==> config.mk <==
export PLATFORM = sky130hd
export DESIGN_NAME = imm_gen_pipe_flat
export DESIGN_NICKNAME = d
export VERILOG_FILES = /design/src/rtl/imm_gen_pipe_pkg.sv /design/src/rtl/imm_gen_if.sv /design/src/rtl/imm_fmt_decode.sv /design/src/rtl/imm_gen_pipe.sv /design/src/flat_wrapper.sv
export SDC_FILE = /design/constraint.sdc
export NUM_CORES = 1
export LEC_CHECK = 0
export BUFFER_PORTS_ARGS = -buffer_cell sky130_fd_sc_hd__buf_2
export CORE_MARGIN = 3
export CORE_UTILIZATION = 25
export CTS_CLUSTER_DIAMETER = 150
export DETAILED_ROUTE_END_ITERATION = 16
export GPL_TIMING_DRIVEN = 0
export PLACE_DENSITY = 0.39
export SLEW_MARGIN = 5
export SYNTH_ARGS = -nofsm -noshare
export SYNTH_HDL_FRONTEND = slang
export SYNTH_HIERARCHICAL = 1
export SYNTH_SLANG_ARGS = --single-unit
==> constraint.sdc <==
create_clock -name clk -period 2.4 [get_ports clk]
set_input_delay 0.48 -clock clk [delete_from_list [all_inputs] [get_ports clk]]
set_output_delay 0.48 -clock clk [all_outputs]
set_load 0.01 [all_outputs]
==> src/rtl/imm_gen_pipe_pkg.sv <==
// Shared constants for the immediate generator pipeline stage.
// Opcode patterns are matched against instr[31:21] at their natural widths.
package imm_gen_pipe_pkg;

    localparam int WORD      = 64;
    localparam int INSTR_LEN = 32;

    typedef enum logic [2:0] {
        FMT_NONE = 3'd0,
        FMT_I    = 3'd1,
        FMT_D    = 3'd2,
        FMT_CB   = 3'd3,
        FMT_B    = 3'd4,
        FMT_IW   = 3'd5
    } fmt_e;

    localparam logic [9:0] OP_ADDI  = 10'h244;
    localparam logic [9:0] OP_ADDIS = 10'h2C4;
    localparam logic [9:0] OP_ANDI  = 10'h248;
    localparam logic [9:0] OP_ANDIS = 10'h3C8;
    localparam logic [9:0] OP_EORI  = 10'h348;
    localparam logic [9:0] OP_ORRI  = 10'h2C8;
    localparam logic [9:0] OP_SUBI  = 10'h344;
    localparam logic [9:0] OP_SUBIS = 10'h3C4;

    localparam logic [10:0] OP_LDUR = 11'h7C2;
    localparam logic [10:0] OP_STUR = 11'h7C0;

    localparam logic [7:0] OP_CBZ  = 8'hB4;
    localparam logic [7:0] OP_CBNZ = 8'hB5;

    localparam logic [5:0] OP_B  = 6'h05;
    localparam logic [5:0] OP_BL = 6'h25;

    localparam logic [8:0] OP_MOVZ = 9'h1A5;
    localparam logic [8:0] OP_MOVK = 9'h1E5;

endpackage

==> src/rtl/imm_gen_if.sv <==
// Valid/ready bundle between IF-ID and the immediate generator.
// The slave side is the generator, the master side is its environment.
interface imm_gen_if #(
    parameter int WORD      = 64,
    parameter int INSTR_LEN = 32,
    parameter int TAG_W     = 64
);
    logic                 in_valid;
    logic                 in_ready;
    logic [INSTR_LEN-1:0] in_instr;
    logic [TAG_W-1:0]     in_tag;
    logic                 out_valid;
    logic                 out_ready;
    logic [WORD-1:0]      out_imm;
    logic [2:0]           out_fmt;
    logic                 out_wide_keep;
    logic                 out_illegal;
    logic [TAG_W-1:0]     out_tag;

    modport master (
        output in_valid, in_instr, in_tag, out_ready,
        input  in_ready, out_valid, out_imm, out_fmt,
        input  out_wide_keep, out_illegal, out_tag
    );

    modport slave (
        input  in_valid, in_instr, in_tag, out_ready,
        output in_ready, out_valid, out_imm, out_fmt,
        output out_wide_keep, out_illegal, out_tag
    );
endinterface

==> src/rtl/imm_fmt_decode.sv <==
// Combinational format classifier and immediate extender.
module imm_fmt_decode
    import imm_gen_pipe_pkg::*;
#(
    parameter int WORD         = imm_gen_pipe_pkg::WORD,
    parameter int INSTR_LEN    = imm_gen_pipe_pkg::INSTR_LEN,
    parameter int BRANCH_SHIFT = 1,
    parameter int I_ZERO_EXT   = 0
) (
    input  logic [INSTR_LEN-1:0] instr,
    output logic [WORD-1:0]      imm,
    output fmt_e                 fmt,
    output logic                 wide_keep,
    output logic                 illegal
);
    logic [10:0]     op;
    logic            is_i, is_d, is_cb, is_b, is_iw;
    logic            i_sign;
    logic [WORD-1:0] cb_ext, b_ext, iw_ext;
    logic            unused_rd;

    assign op        = instr[31:21];
    assign unused_rd = ^instr[4:0];
    assign i_sign    = instr[21] & (I_ZERO_EXT == 0);

    assign is_i  = op[10:1] inside {OP_ADDI, OP_ADDIS, OP_ANDI, OP_ANDIS,
                                    OP_EORI, OP_ORRI, OP_SUBI, OP_SUBIS};
    assign is_d  = op inside {OP_LDUR, OP_STUR};
    assign is_cb = op[10:3] inside {OP_CBZ, OP_CBNZ};
    assign is_b  = op[10:5] inside {OP_B, OP_BL};
    assign is_iw = op[10:2] inside {OP_MOVZ, OP_MOVK};

    assign cb_ext = {{(WORD-19){instr[23]}}, instr[23:5]};
    assign b_ext  = {{(WORD-26){instr[25]}}, instr[25:0]};
    assign iw_ext = {{(WORD-16){1'b0}}, instr[20:5]};

    always_comb begin
        imm       = '0;
        fmt       = FMT_NONE;
        wide_keep = 1'b0;
        illegal   = 1'b0;
        unique case (1'b1)
            is_i: begin
                fmt = FMT_I;
                imm = {{(WORD-12){i_sign}}, instr[21:10]};
            end
            is_d: begin
                fmt = FMT_D;
                imm = {{(WORD-9){instr[20]}}, instr[20:12]};
            end
            is_cb: begin
                fmt = FMT_CB;
                imm = (BRANCH_SHIFT != 0) ? (cb_ext << 2) : cb_ext;
            end
            is_b: begin
                fmt = FMT_B;
                imm = (BRANCH_SHIFT != 0) ? (b_ext << 2) : b_ext;
            end
            is_iw: begin
                fmt       = FMT_IW;
                imm       = iw_ext << {instr[22:21], 4'b0000};
                wide_keep = (op[10:2] == OP_MOVK);
            end
            default: illegal = 1'b1;
        endcase
    end
endmodule

==> src/rtl/imm_gen_pipe.sv <==
// Pipelined immediate generator: decode plus a 2-entry skid buffer.
module imm_gen_pipe
    import imm_gen_pipe_pkg::*;
#(
    parameter int WORD         = imm_gen_pipe_pkg::WORD,
    parameter int INSTR_LEN    = imm_gen_pipe_pkg::INSTR_LEN,
    parameter int TAG_W        = 64,
    parameter int BRANCH_SHIFT = 1,
    parameter int I_ZERO_EXT   = 0
) (
    input logic  clk,
    input logic  rst_n,
    input logic  flush,
    imm_gen_if.slave bus
);
    logic [WORD-1:0]  dec_imm;
    fmt_e             dec_fmt;
    logic             dec_keep, dec_ill;

    imm_fmt_decode #(
        .WORD(WORD), .INSTR_LEN(INSTR_LEN),
        .BRANCH_SHIFT(BRANCH_SHIFT), .I_ZERO_EXT(I_ZERO_EXT)
    ) u_dec (
        .instr(bus.in_instr), .imm(dec_imm), .fmt(dec_fmt),
        .wide_keep(dec_keep), .illegal(dec_ill)
    );

    logic             main_v, skid_v, rdy;
    logic [WORD-1:0]  main_imm, skid_imm;
    fmt_e             main_fmt, skid_fmt;
    logic             main_keep, skid_keep;
    logic             main_ill, skid_ill;
    logic [TAG_W-1:0] main_tag, skid_tag;
    logic             acc, main_free;

    assign acc       = bus.in_valid && rdy;
    assign main_free = !main_v || bus.out_ready;

    // Main is refilled from skid first so beats never overtake each other.
    always_ff @(posedge clk or negedge rst_n) begin
        if (!rst_n) begin
            main_v    <= 1'b0;
            skid_v    <= 1'b0;
            rdy       <= 1'b1;
            main_imm  <= '0;
            main_fmt  <= FMT_NONE;
            main_keep <= 1'b0;
            main_ill  <= 1'b0;
            main_tag  <= '0;
            skid_imm  <= '0;
            skid_fmt  <= FMT_NONE;
            skid_keep <= 1'b0;
            skid_ill  <= 1'b0;
            skid_tag  <= '0;
        end else if (flush) begin
            main_v <= 1'b0;
            skid_v <= 1'b0;
            rdy    <= 1'b1;
        end else if (main_free) begin
            rdy <= 1'b1;
            if (skid_v) begin
                main_v    <= 1'b1;
                skid_v    <= 1'b0;
                main_imm  <= skid_imm;
                main_fmt  <= skid_fmt;
                main_keep <= skid_keep;
                main_ill  <= skid_ill;
                main_tag  <= skid_tag;
            end else begin
                main_v <= acc;
                if (acc) begin
                    main_imm  <= dec_imm;
                    main_fmt  <= dec_fmt;
                    main_keep <= dec_keep;
                    main_ill  <= dec_ill;
                    main_tag  <= bus.in_tag;
                end
            end
        end else if (acc) begin
            skid_v    <= 1'b1;
            rdy       <= 1'b0;
            skid_imm  <= dec_imm;
            skid_fmt  <= dec_fmt;
            skid_keep <= dec_keep;
            skid_ill  <= dec_ill;
            skid_tag  <= bus.in_tag;
        end else begin
            rdy <= !skid_v;
        end
    end

    assign bus.in_ready      = rdy;
    assign bus.out_valid     = main_v;
    assign bus.out_imm       = main_imm;
    assign bus.out_fmt       = main_fmt;
    assign bus.out_wide_keep = main_keep;
    assign bus.out_illegal   = main_ill;
    assign bus.out_tag       = main_tag;
endmodule

==> src/flat_wrapper.sv <==
// flat-port wrapper written by rule: the top's interface ports become plain ports
module imm_gen_pipe_flat import imm_gen_pipe_pkg::*;
#(
    parameter int WORD         = imm_gen_pipe_pkg::WORD,
    parameter int INSTR_LEN    = imm_gen_pipe_pkg::INSTR_LEN,
    parameter int TAG_W        = 64,
    parameter int BRANCH_SHIFT = 1,
    parameter int I_ZERO_EXT   = 0
)
  (clk, rst_n, flush, bus_in_valid, bus_in_instr, bus_in_tag, bus_out_ready, bus_in_ready, bus_out_valid, bus_out_imm, bus_out_fmt, bus_out_wide_keep, bus_out_illegal, bus_out_tag);
  imm_gen_if #(.WORD(WORD), .INSTR_LEN(INSTR_LEN), .TAG_W(TAG_W)) bus_i ();
  input logic clk;
  input logic rst_n;
  input logic flush;
  input wire logic [$bits(bus_i.in_valid)-1:0] bus_in_valid;
  input wire logic [$bits(bus_i.in_instr)-1:0] bus_in_instr;
  input wire logic [$bits(bus_i.in_tag)-1:0] bus_in_tag;
  input wire logic [$bits(bus_i.out_ready)-1:0] bus_out_ready;
  output wire logic [$bits(bus_i.in_ready)-1:0] bus_in_ready;
  output wire logic [$bits(bus_i.out_valid)-1:0] bus_out_valid;
  output wire logic [$bits(bus_i.out_imm)-1:0] bus_out_imm;
  output wire logic [$bits(bus_i.out_fmt)-1:0] bus_out_fmt;
  output wire logic [$bits(bus_i.out_wide_keep)-1:0] bus_out_wide_keep;
  output wire logic [$bits(bus_i.out_illegal)-1:0] bus_out_illegal;
  output wire logic [$bits(bus_i.out_tag)-1:0] bus_out_tag;
  assign bus_i.in_valid = bus_in_valid;
  assign bus_i.in_instr = bus_in_instr;
  assign bus_i.in_tag = bus_in_tag;
  assign bus_i.out_ready = bus_out_ready;
  assign bus_in_ready = bus_i.in_ready;
  assign bus_out_valid = bus_i.out_valid;
  assign bus_out_imm = bus_i.out_imm;
  assign bus_out_fmt = bus_i.out_fmt;
  assign bus_out_wide_keep = bus_i.out_wide_keep;
  assign bus_out_illegal = bus_i.out_illegal;
  assign bus_out_tag = bus_i.out_tag;
  imm_gen_pipe #(.WORD(WORD), .INSTR_LEN(INSTR_LEN), .TAG_W(TAG_W), .BRANCH_SHIFT(BRANCH_SHIFT), .I_ZERO_EXT(I_ZERO_EXT)) u_core (.clk(clk), .rst_n(rst_n), .flush(flush), .bus(bus_i));
endmodule
==> qor.csv, run 1 <==
stage;metric;value;unit
synthesis;top_reg_cell synth;dfrtp_1;
worst_hold_path;hold-critical path endpoint;u_core/skid_tag[60];
global_routing;global routing's busiest layer;met2;
critical_path;CP arrival;2.67;ns
floorplan;I/O pin count;236;
global_routing;met3 Track Usage GR;5.146;%
critical_path;Buf/Inv on CP;3;
floorplan;die width;233.4;µm
routing;wire per inst;20.05;µm
timing;Fmax;0.4433;GHz
synthesis;post-synthesis async set-or-reset flop share;100.0;%
critical_path;WP data required;2.81;ns
routing;Final ANT Viol Nets;0;
critical_path;Worst R2R Path Depth;5;
clock_network;CTS tree;yes;
timing;period utilization;93.99;%
floorplan;core area;50580;µm²
power;cell area power density;771.7;nW/µm²
run;max-cap viol count;0;
layout;Final #Nets;1293;
global_routing;met2 Use GR;21.24;%
clock_network;Sink Count;269;
placed_design;DP Cell Count;1825;
synthesis;Syn Std Cell Area;12930;µm²
critical_path;delay-heaviest family, CP;buffers and inverters;
clock_network;worst-skew pair later-pin latency;0.53;ns
synthesis;Seq/Total Area, Yosys;52.06;%
global_routing;largest net degree at the start of global routing;99;
critical_path;flop2flop setup slack;0.33;ns
routing;Detailed Routing Iterations Pass 1;6;
layout;most frequent cells in the layout;mux2_2, dfrtp_1, buf_2;
worst_hold_path;hold path start;bus_in_tag[60];
routing;WL final;37950;µm
timing;fin. max-slew vios;0;
critical_path;CP Class;input pin to flip-flop;
floorplan;Die H;233.4;µm
routing;DRC viols;0;
floorplan;Initial Util;25.57;%
global_routing;global-route usage over all layers;13.97;%
layout;fraction of layout instances using a drive strength above 1;55.55;%
global_routing;gr ovfl total;0;
critical_path;Startpoint Class;input pin;
timing;Rel. slew slack;51.61;%
synthesis;Cells after Synth;926;
critical_path;Critical path origin;bus_in_instr[25];
worst_hold_path;hold path depth;2;
timing;slew at the pin closest to its max-slew limit;0.7259;ns
layout;Core Util, Final;31.99;%
routing;via count;8620;
synthesis;Seq cells post-synth;269;
critical_path;Worst path max stage delay;0.45;ns
power;maximum VDD drop;443.0;µV
global_routing;vias in the first global route;9093;
clock_network;CTS Root Cell;clkbuf_16;
critical_path;CP Capture Type;flip-flop;
worst_hold_path;HP Class;input pin to flip-flop;
timing;final setup margin;0.1443;ns
synthesis;syn_area_per_cell;13.97;µm²
synthesis;Synth warnings;6;
status;run status;finished clean;
critical_path;Critical-path top delay cell;a222oi_1;
synthesis;Syn Nets;1027;
routing;Via density;4.554;
critical_path;Worst R2R End;u_core/bus.out_tag[41];
layout;Area Growth Syn to Fin;25.11;%
layout;most common cell after layout, fill and taps aside;mux2_2;
critical_path;Reg2Reg Launch Point;u_core/skid_v;
floorplan;num rows;82;
floorplan;area of the die;54490;µm²
clock_network;Clock transition at path regs;0.06;ns
timing;Tmin final;2.256;ns
synthesis;Post-synth EDFFs;0;
power;LEAKAGE;7.915;nW
timing;Setup-failing EPs final;0;
timing;clk_skew;0.01409;ns
critical_path;CP Cell Sequence;buf_2 > and4b_1 > and2_1 > clkbuf_1 > clkbuf_1 > a222oi_1 > nand2_1 > mux2_2 > mux2_2;
clock_network;Max Root-Sink Buffers;3;
timing;RSZ-0062 raised after global routing;false;
synthesis;synth unique cells;48;
placed_design;Final GP Congestion;0.7741;
placed_design;port bufs;225;
global_routing;met1 GRT Util;18.73;%
layout;Finished Layout Cells;1893;
timing;Final Hold Vio Count;0;
placed_design;Setup Slack @ Placement;-0.3898;ns
global_routing;antenna violations before repair;8;
clock_network;CTS Buf Count;35;
clock_network;H-tree levels;2;
critical_path;Max FO, Critical Path;10;
global_routing;first-pass GRT wire length;57640;µm
routing;initial DRC count;509;
placed_design;Final HPWL DP;26630;µm
flip-flops by register name, indices dropped and copies added, names as in the netlist, 3 cells and up:
signal,flops
u_core/skid_fmt,3
u_core/bus.out_fmt,3
u_core/bus.out_imm,64
u_core/skid_imm,64
u_core/bus.out_tag,64
u_core/skid_tag,64
routing by layer:
metal / vias up / routed length, µm
li1: 3963 / -
met1: 4360 / 16880
met2: 232 / 17020
met3: 55 / 3188
met4: 10 / 785
met5: - / 69
timing repair:
item | in CTS | in global routing
gates resized for setup | 1 | 0
buffers inserted | 1 | 0
endpoints found under the setup margin | 70 | 0
endpoints found under the hold margin | 62 | 0
hold buffers | 1 | 0
worst reg2reg max path: stages (launching register included):
cell and delay [ns]:
dfrtp_1 0.31, buf_2 0.26, buf_2 0.37, buf_2 0.35, mux2_2 0.37, mux2_1 0.29
cells by family after synthesis:
kind of cell	after synthesis	share of synthesized area (%)
compound gates	83	4.625
buf+inv	77	3.628
xor+xnor	1	0.06774
mux	399	34.74
flops	269	52.06
simple gates	97	4.876
metrics by stage:
step                      TNS [ns]  power (W)  area, µm²  hold slack, ns
after floorplan                  0   0.006435      12930          0.1844
after global placement    -1321.13   0.007171      14900          0.4617
after detailed placement    -25.95   0.007209      14960          0.4684
after CTS                        0    0.01282      16170          0.1370
after global routing             0    0.01318      16170          0.1501
final                            0    0.01249      16180          0.1916
cell type report:
type / count / area (µm²)
tap: 672 / 840.8
buffer: 75 / 461.7
inverter: 2 / 7.507
clock inverter: 5 / 100.1
fill: 5139 / 34400
timing repair buffer: 229 / 1209
multi-input combinational: 580 / 5737
sequential: 269 / 6733
antenna: 4 / 10.01
clock buffer: 57 / 1081
how the worst max path moves through the flow:
stage                                        end  slack (ns)  cells after the start
after floorplan           u_core/bus.out_imm[16]        0.04                      9
after global placement       u_core/skid_tag[35]       -4.87                      1
after detailed placement  u_core/bus.out_imm[54]       -0.39                      9
after CTS                 u_core/bus.out_imm[54]        0.20                      9
after global routing      u_core/bus.out_imm[15]        0.03                      9
final                     u_core/bus.out_imm[15]        0.14                      9
power by group:
part	total, W	internal, W	switching [W]
Combinational	0.00165	0.000862	0.000793
Clock	0.00539	0.00339	0.00201
Sequential	0.00544	0.00516	0.000279
synth_stat cells (all sizes together) (3+ instances only):
master  number  area, µm²
a222oi      17      170.2
and2         3      18.77
nand3       38      190.2
mux2       399       4493
a21oi       38      193.9
nor4         5      91.34
nor2         4      22.52
nand2       23      86.33
o21ai        5      28.77
nor3         4      25.02
clkbuf      18      67.56
a221o        7      70.07
or3          3      23.77
dfrtp      268       6706
a22oi        4      30.03
a32oi        8      70.07
nand2b       3      18.77
buf         57      394.1
Note: power is estimated with default switching activity, not from simulation.
==> run 2, diff against run 1 <==
ABC_AREA = 1   (was unset)
==> qor.csv, run 2 <==
stage;metric;value;unit
status;run status;finished clean;
timing;setup tns final;0;ns
clock_network;Sink Count;269;
global_routing;largest net degree at the start of global routing;93;
routing;Via density;4.497;
synthesis;post-synthesis async set-or-reset flop share;100.0;%
global_routing;vias in the first global route;13330;
placed_design;Final HPWL DP;36910;µm
synthesis;Post-synth EDFFs;0;
layout;most common cell after layout, fill and taps aside;nand2_1;
synthesis;Syn Std Cell Area;13950;µm²
clock_network;H-tree levels;2;
synthesis;Syn Nets;2074;
run;max-cap viol count;0;
placed_design;Setup Slack @ Placement;0.007998;ns
critical_path;CP Class;flip-flop to flip-flop;
timing;final setup margin;0.1924;ns
worst_hold_path;hold-critical path endpoint;u_core/skid_tag[15];
critical_path;Buf/Inv on CP;3;
critical_path;Critical-path top delay cell;dfstp_2;
clock_network;Max Root-Sink Buffers;3;
worst_hold_path;hold path start;bus_in_tag[15];
layout;fin area;17270;µm²
critical_path;Max FO, Critical Path;10;
floorplan;I/O pin count;236;
power;cell area power density;711.4;nW/µm²
routing;WL final;51080;µm
critical_path;CP Cell Sequence;nand2_1 > inv_2 > buf_2 > buf_1 > nand3_1 > nand2_1;
clock_network;Clock transition at path regs;0.05;ns
power;maximum VDD drop;388.5;µV
timing;RSZ-0062 raised after global routing;false;
critical_path;Worst R2R Path Depth;6;
layout;most frequent cells in the layout;nand2_1, nand3_1, buf_2;
synthesis;Seq/Total Area, Yosys;48.27;%
synthesis;top_reg_cell synth;dfrtp_1;
synthesis;Cells after Synth;1973;
timing;Fmax;0.4530;GHz
clock_network;worst-skew pair later-pin latency;0.55;ns
routing;DRC viols;0;
timing;period utilization;91.98;%
timing;fin. max-slew vios;0;
synthesis;ranking of synthesized cells by area;dfrtp_1, nand2_1, nand3_1;
global_routing;first-pass GRT wire length;79720;µm
critical_path;Reg2Reg Launch Point;u_core/bus.in_ready;
global_routing;global-route usage over all layers;17.20;%
critical_path;CP arrival;2.68;ns
floorplan;Initial Util;25.61;%
critical_path;Worst path max stage delay;0.56;ns
placed_design;port bufs;231;
critical_path;cell mode on critical path;nand2_1;
layout;fillcell total;6077;
synthesis;Synth area leader;dfrtp_1;
routing;wire per inst;16.97;µm
worst_hold_path;HP Class;input pin to flip-flop;
layout;antenna diode count;0;
clock_network;CTS Buf Count;36;
routing;initial DRC count;941;
synthesis;top-count cell post-synth;nand2_1;
clock_network;post-CTS setup buffers;0;
synthesis;synth unique cells;27;
clock_network;CTS Root Cell;clkbuf_16;
global_routing;gr ovfl total;0;
critical_path;Startpoint Class;flip-flop;
layout;Final #Nets;2347;
routing;Detailed Routing Iterations Pass 1;6;
timing;Rel. slew slack;29.75;%
placed_design;Final GP Congestion;0.8966;
timing;clk_skew;0.02095;ns
synthesis;syn_area_per_cell;7.069;µm²
timing;Final Hold Vio Count;0;
global_routing;met2 Use GR;27.44;%
global_routing;met3 Track Usage GR;3.077;%
routing;via count;13540;
global_routing;met1 GRT Util;23.99;%
critical_path;delay-heaviest family, CP;buffers and inverters;
timing;Setup-failing EPs final;0;
synthesis;most instantiated cells after synthesis;nand2_1, nand3_1, dfrtp_1;
timing;Tmin final;2.208;ns
floorplan;num rows;85;
worst_hold_path;hold path depth;3;
layout;Core Util, Final;31.71;%
global_routing;global routing's busiest layer;met2;
layout;fraction of layout instances using a drive strength above 1;17.70;%
floorplan;area of the die;58660;µm²
timing;final hold slack;0.1839;ns
synthesis;post-synth top area share;48.08;%
placed_design;Placed Area;16120;µm²
global_routing;antenna violations before repair;0;
timing;slew at the pin closest to its max-slew limit;1.051;ns
critical_path;Worst R2R End;u_core/skid_imm[26];
power;LEAKAGE;9.977;nW
routing;Final ANT Viol Nets;0;
synthesis;Seq cells post-synth;269;
clock_network;CTS tree;yes;
synthesis;Synth warnings;6;
critical_path;CP Capture Type;flip-flop;
critical_path;flop2flop setup slack;0.19;ns
floorplan;core area;54450;µm²
floorplan;die width;242.2;µm
layout;Area Growth Syn to Fin;23.81;%
floorplan;Die H;242.2;µm
critical_path;WP data required;2.87;ns
[run 2: cell type report]
cell class | count | area [µm²] | area share [%]
clock inverter | 6 | 62.56 | 0.3623
buffer | 139 | 686.9 | 3.978
timing repair buffer | 235 | 1259 | 7.289
multi-input combinational | 1516 | 6349 | 36.77
tap | 739 | 924.6 | 5.355
clock buffer | 57 | 1070 | 6.195
sequential | 269 | 6733 | 38.99
inverter | 49 | 183.9 | 1.065
[run 2: worst register-to-register path, stage by stage, from the launching register on]
cell and delay [ns]:
dfstp_2 0.56, nand2_1 0.13, inv_2 0.27, buf_2 0.40, buf_1 0.51, nand3_1 0.15
nand2_1 0.10
[run 2: what timing repair did]
item	CTS	global route
setup endpoints to repair	0	35
gates resized for setup	0	1
hold endpoints to repair	39	0
hold buffers	1	0
[run 2: kinds of logic (layout without fill, tap and decap cells)]
kind of cell	Yosys count	after routing	share of synthesized area, %
compound gates	23	23	0.8523
xor+xnor	1	1	0.1167
buf+inv	188	486	6.244
flops	269	269	48.27
simple gates	1492	1492	44.51
[run 2: how the worst max path moves through the flow]
stage	start	to	slack, ns	cells after the start
finish	u_core/bus.in_ready	u_core/skid_imm[26]	0.19	6
global route	u_core/bus.in_ready	u_core/skid_imm[22]	0.09	6
CTS	u_core/bus.in_ready	u_core/skid_imm[16]	0.05	7
detailed placement	bus_in_instr[26]	u_core/bus.out_illegal	0.008	10
global placement	rst_n	u_core/bus.out_imm[19]	-4.77	1
floorplan	bus_in_instr[21]	u_core/bus.out_imm[48]	0.63	11
[run 2: per-layer routing]
layer  vias to the layer above  share of wire, %
li1                       6745                 -
met1                      6352                47
met2                       370                46
met3                        70               5.2
met4                         0               2.2
met5                         -                 0
[run 2: report_power, final]
group | switching, W | leakage (nW) | total, W | internal [W]
Combinational | 0.00114 | 5.87 | 0.00172 | 0.000580
Sequential | 0.000284 | 3.55 | 0.00537 | 0.00509
Clock | 0.00212 | 0.552 | 0.00519 | 0.00307
[run 2: per-stage QoR]
step	power (W)	instances
2_1_floorplan	0.006351	1973
3_3_place_gp	0.007168	2943
3_5_place_dp	0.007210	2946
4_1_cts	0.01257	3010
5_1_grt	0.01301	3010
6_report	0.01228	3010
==> run 3, diff against run 2 <==
CORE_ASPECT_RATIO = 0.9   (was unset)
SLEW_MARGIN = 30   (was 5)
==> qor.csv, run 3 (synthesized netlist as in run 2, its figures left out) <==
stage;metric;value;unit
layout;Final #Nets;2347;
placed_design;Final HPWL DP;36970;µm
power;maximum VDD drop;456.0;µV
clock_network;worst-skew pair later-pin latency;0.56;ns
critical_path;Worst R2R Path Depth;6;
placed_design;Final GP Congestion;0.8884;
power;cell area power density;716.9;nW/µm²
worst_hold_path;HP Class;input pin to flip-flop;
placed_design;port bufs;231;
global_routing;first-pass GRT wire length;79430;µm
critical_path;cell mode on critical path;nand2_1;
global_routing;largest net degree at the start of global routing;79;
layout;most frequent cells in the layout;nand2_1, nand3_1, buf_2;
critical_path;Max FO, Critical Path;10;
layout;fillcell total;6131;
global_routing;gr ovfl total;0;
clock_network;CTS Root Cell;clkbuf_16;
critical_path;CP Capture Type;flip-flop;
floorplan;Die H;230.1;µm
floorplan;num rows;81;
critical_path;WP data required;2.88;ns
power;Total Power;0.01236;W
layout;Area Growth Syn to Fin;23.58;%
critical_path;critical path endpoint;u_core/skid_imm[25];
run;max-cap viol count;0;
timing;period utilization;89.27;%
status;run status;finished clean;
routing;Final ANT Viol Nets;0;
power;LEAKAGE;9.986;nW
clock_network;CTS Buf Count;36;
routing;WL final;51680;µm
critical_path;Worst path max stage delay;0.56;ns
clock_network;Clock transition at path regs;0.06;ns
floorplan;Initial Util;25.48;%
critical_path;CP arrival;2.63;ns
timing;Tmin final;2.143;ns
clock_network;Sink Count;269;
timing;Setup-failing EPs final;0;
critical_path;Critical path origin;u_core/bus.in_ready;
floorplan;I/O pin count;236;
critical_path;Critical-path top delay cell;dfstp_2;
critical_path;CP Cell Sequence;nand2_1 > inv_2 > buf_2 > buf_1 > nand3_1 > nand2_1;
critical_path;CP Class;flip-flop to flip-flop;
routing;DRC viols;0;
global_routing;antenna violations before repair;1;
global_routing;global-route usage over all layers;17.45;%
routing;wire per inst;17.36;µm
floorplan;core area;54730;µm²
clock_network;H-tree levels;2;
clock_network;post-CTS setup buffers;0;
critical_path;Reg2Reg Launch Point;u_core/bus.in_ready;
timing;fin. max-slew vios;0;
timing;RSZ-0062 raised after global routing;false;
routing;initial DRC count;1074;
routing;Detailed Routing Iterations Pass 1;6;
routing;Via density;4.541;
timing;Fmax;0.4667;GHz
routing;via count;13520;
critical_path;Startpoint Class;flip-flop;
timing;setup tns final;0;ns
layout;fraction of layout instances using a drive strength above 1;17.88;%
worst_hold_path;hold path depth;3;
critical_path;Worst R2R End;u_core/skid_imm[25];
clock_network;Max Root-Sink Buffers;3;
floorplan;area of the die;58660;µm²
global_routing;vias in the first global route;13170;
timing;Final Hold Vio Count;0;
timing;slew at the pin closest to its max-slew limit;0.6945;ns
layout;Core Util, Final;31.49;%
floorplan;die width;255.0;µm
layout;most common cell after layout, fill and taps aside;nand2_1;
timing;clk_skew;0.02255;ns
timing;Rel. slew slack;53.70;%
critical_path;flop2flop setup slack;0.26;ns
clock_network;CTS tree;yes;
[run 3: layer usage]
layer  GRT usage, %  part of all wire (%)
met1          24.97                    48
met3          3.133                   6.0
met5              0                     0
met2          27.00                    44
met4          4.667                   2.1
[run 3: how the worst min path moves through the flow]
| stage | start | to | slack (ns) |
|---|---|---|---|
| global placement | u_core/bus.out_tag[45] | u_core/bus.out_tag[45] | 0.45 |
| global route | bus_in_tag[12] | u_core/skid_tag[12] | 0.17 |
| CTS | bus_in_tag[22] | u_core/skid_tag[22] | 0.13 |
| detailed placement | rst_n | u_core/bus.out_tag[11] | 0.43 |
| finish | bus_in_tag[52] | u_core/skid_tag[52] | 0.17 |
| floorplan | rst_n | u_core/bus.out_fmt[0] | 0.18 |
[run 3: repair_timing]
item                                   in CTS  in global routing
setup endpoints to repair                   0                 41
hold buffers                                1                  0
resized for setup                           0                  1
endpoints found under the hold margin      56                  0
[run 3: power breakdown]
group / switching, W / total (W) / leakage (nW) / internal (W)
Combinational: 0.00115 / 0.00173 / 5.87 / 0.000580
Sequential: 0.000282 / 0.00537 / 3.55 / 0.00509
Clock: 0.00218 / 0.00526 / 0.560 / 0.00308
[run 3: area by class of cell]
type	count	area [µm²]	area share [%]
Tap cell	705	882.1	5.118
Clock inverter	12	117.6	0.6824
Clock buffer	51	1017	5.902
Timing Repair Buffer	235	1259	7.303
Buffer	139	686.9	3.985
Multi-Input combinational cell	1516	6354	36.86
Antenna cell	1	2.502	0.01452
Sequential cell	269	6733	39.06
Inverter	49	183.9	1.067
[run 3: per-stage QoR]
stage / worst slack, ns / hold WS (ns) / std cells / instance area (µm²)
finish: 0.2575 / 0.1744 / 2977 / 17240
global route: 0.08041 / 0.1672 / 2976 / 17230
CTS: 0.01454 / 0.1310 / 2976 / 17230
floorplan: 0.6312 / 0.1844 / 1973 / 13950
detailed placement: 0.01880 / 0.4321 / 2912 / 16080
global placement: -4.819 / 0.4493 / 2909 / 15990
[run 3: worst max-delay path: cells and delay by family, from the launching register on]
kind / cells / cell delay (ns)
buffers and inverters: 3 / 1.12
DFF: 1 / 0.56
and+or+nand+nor: 3 / 0.38
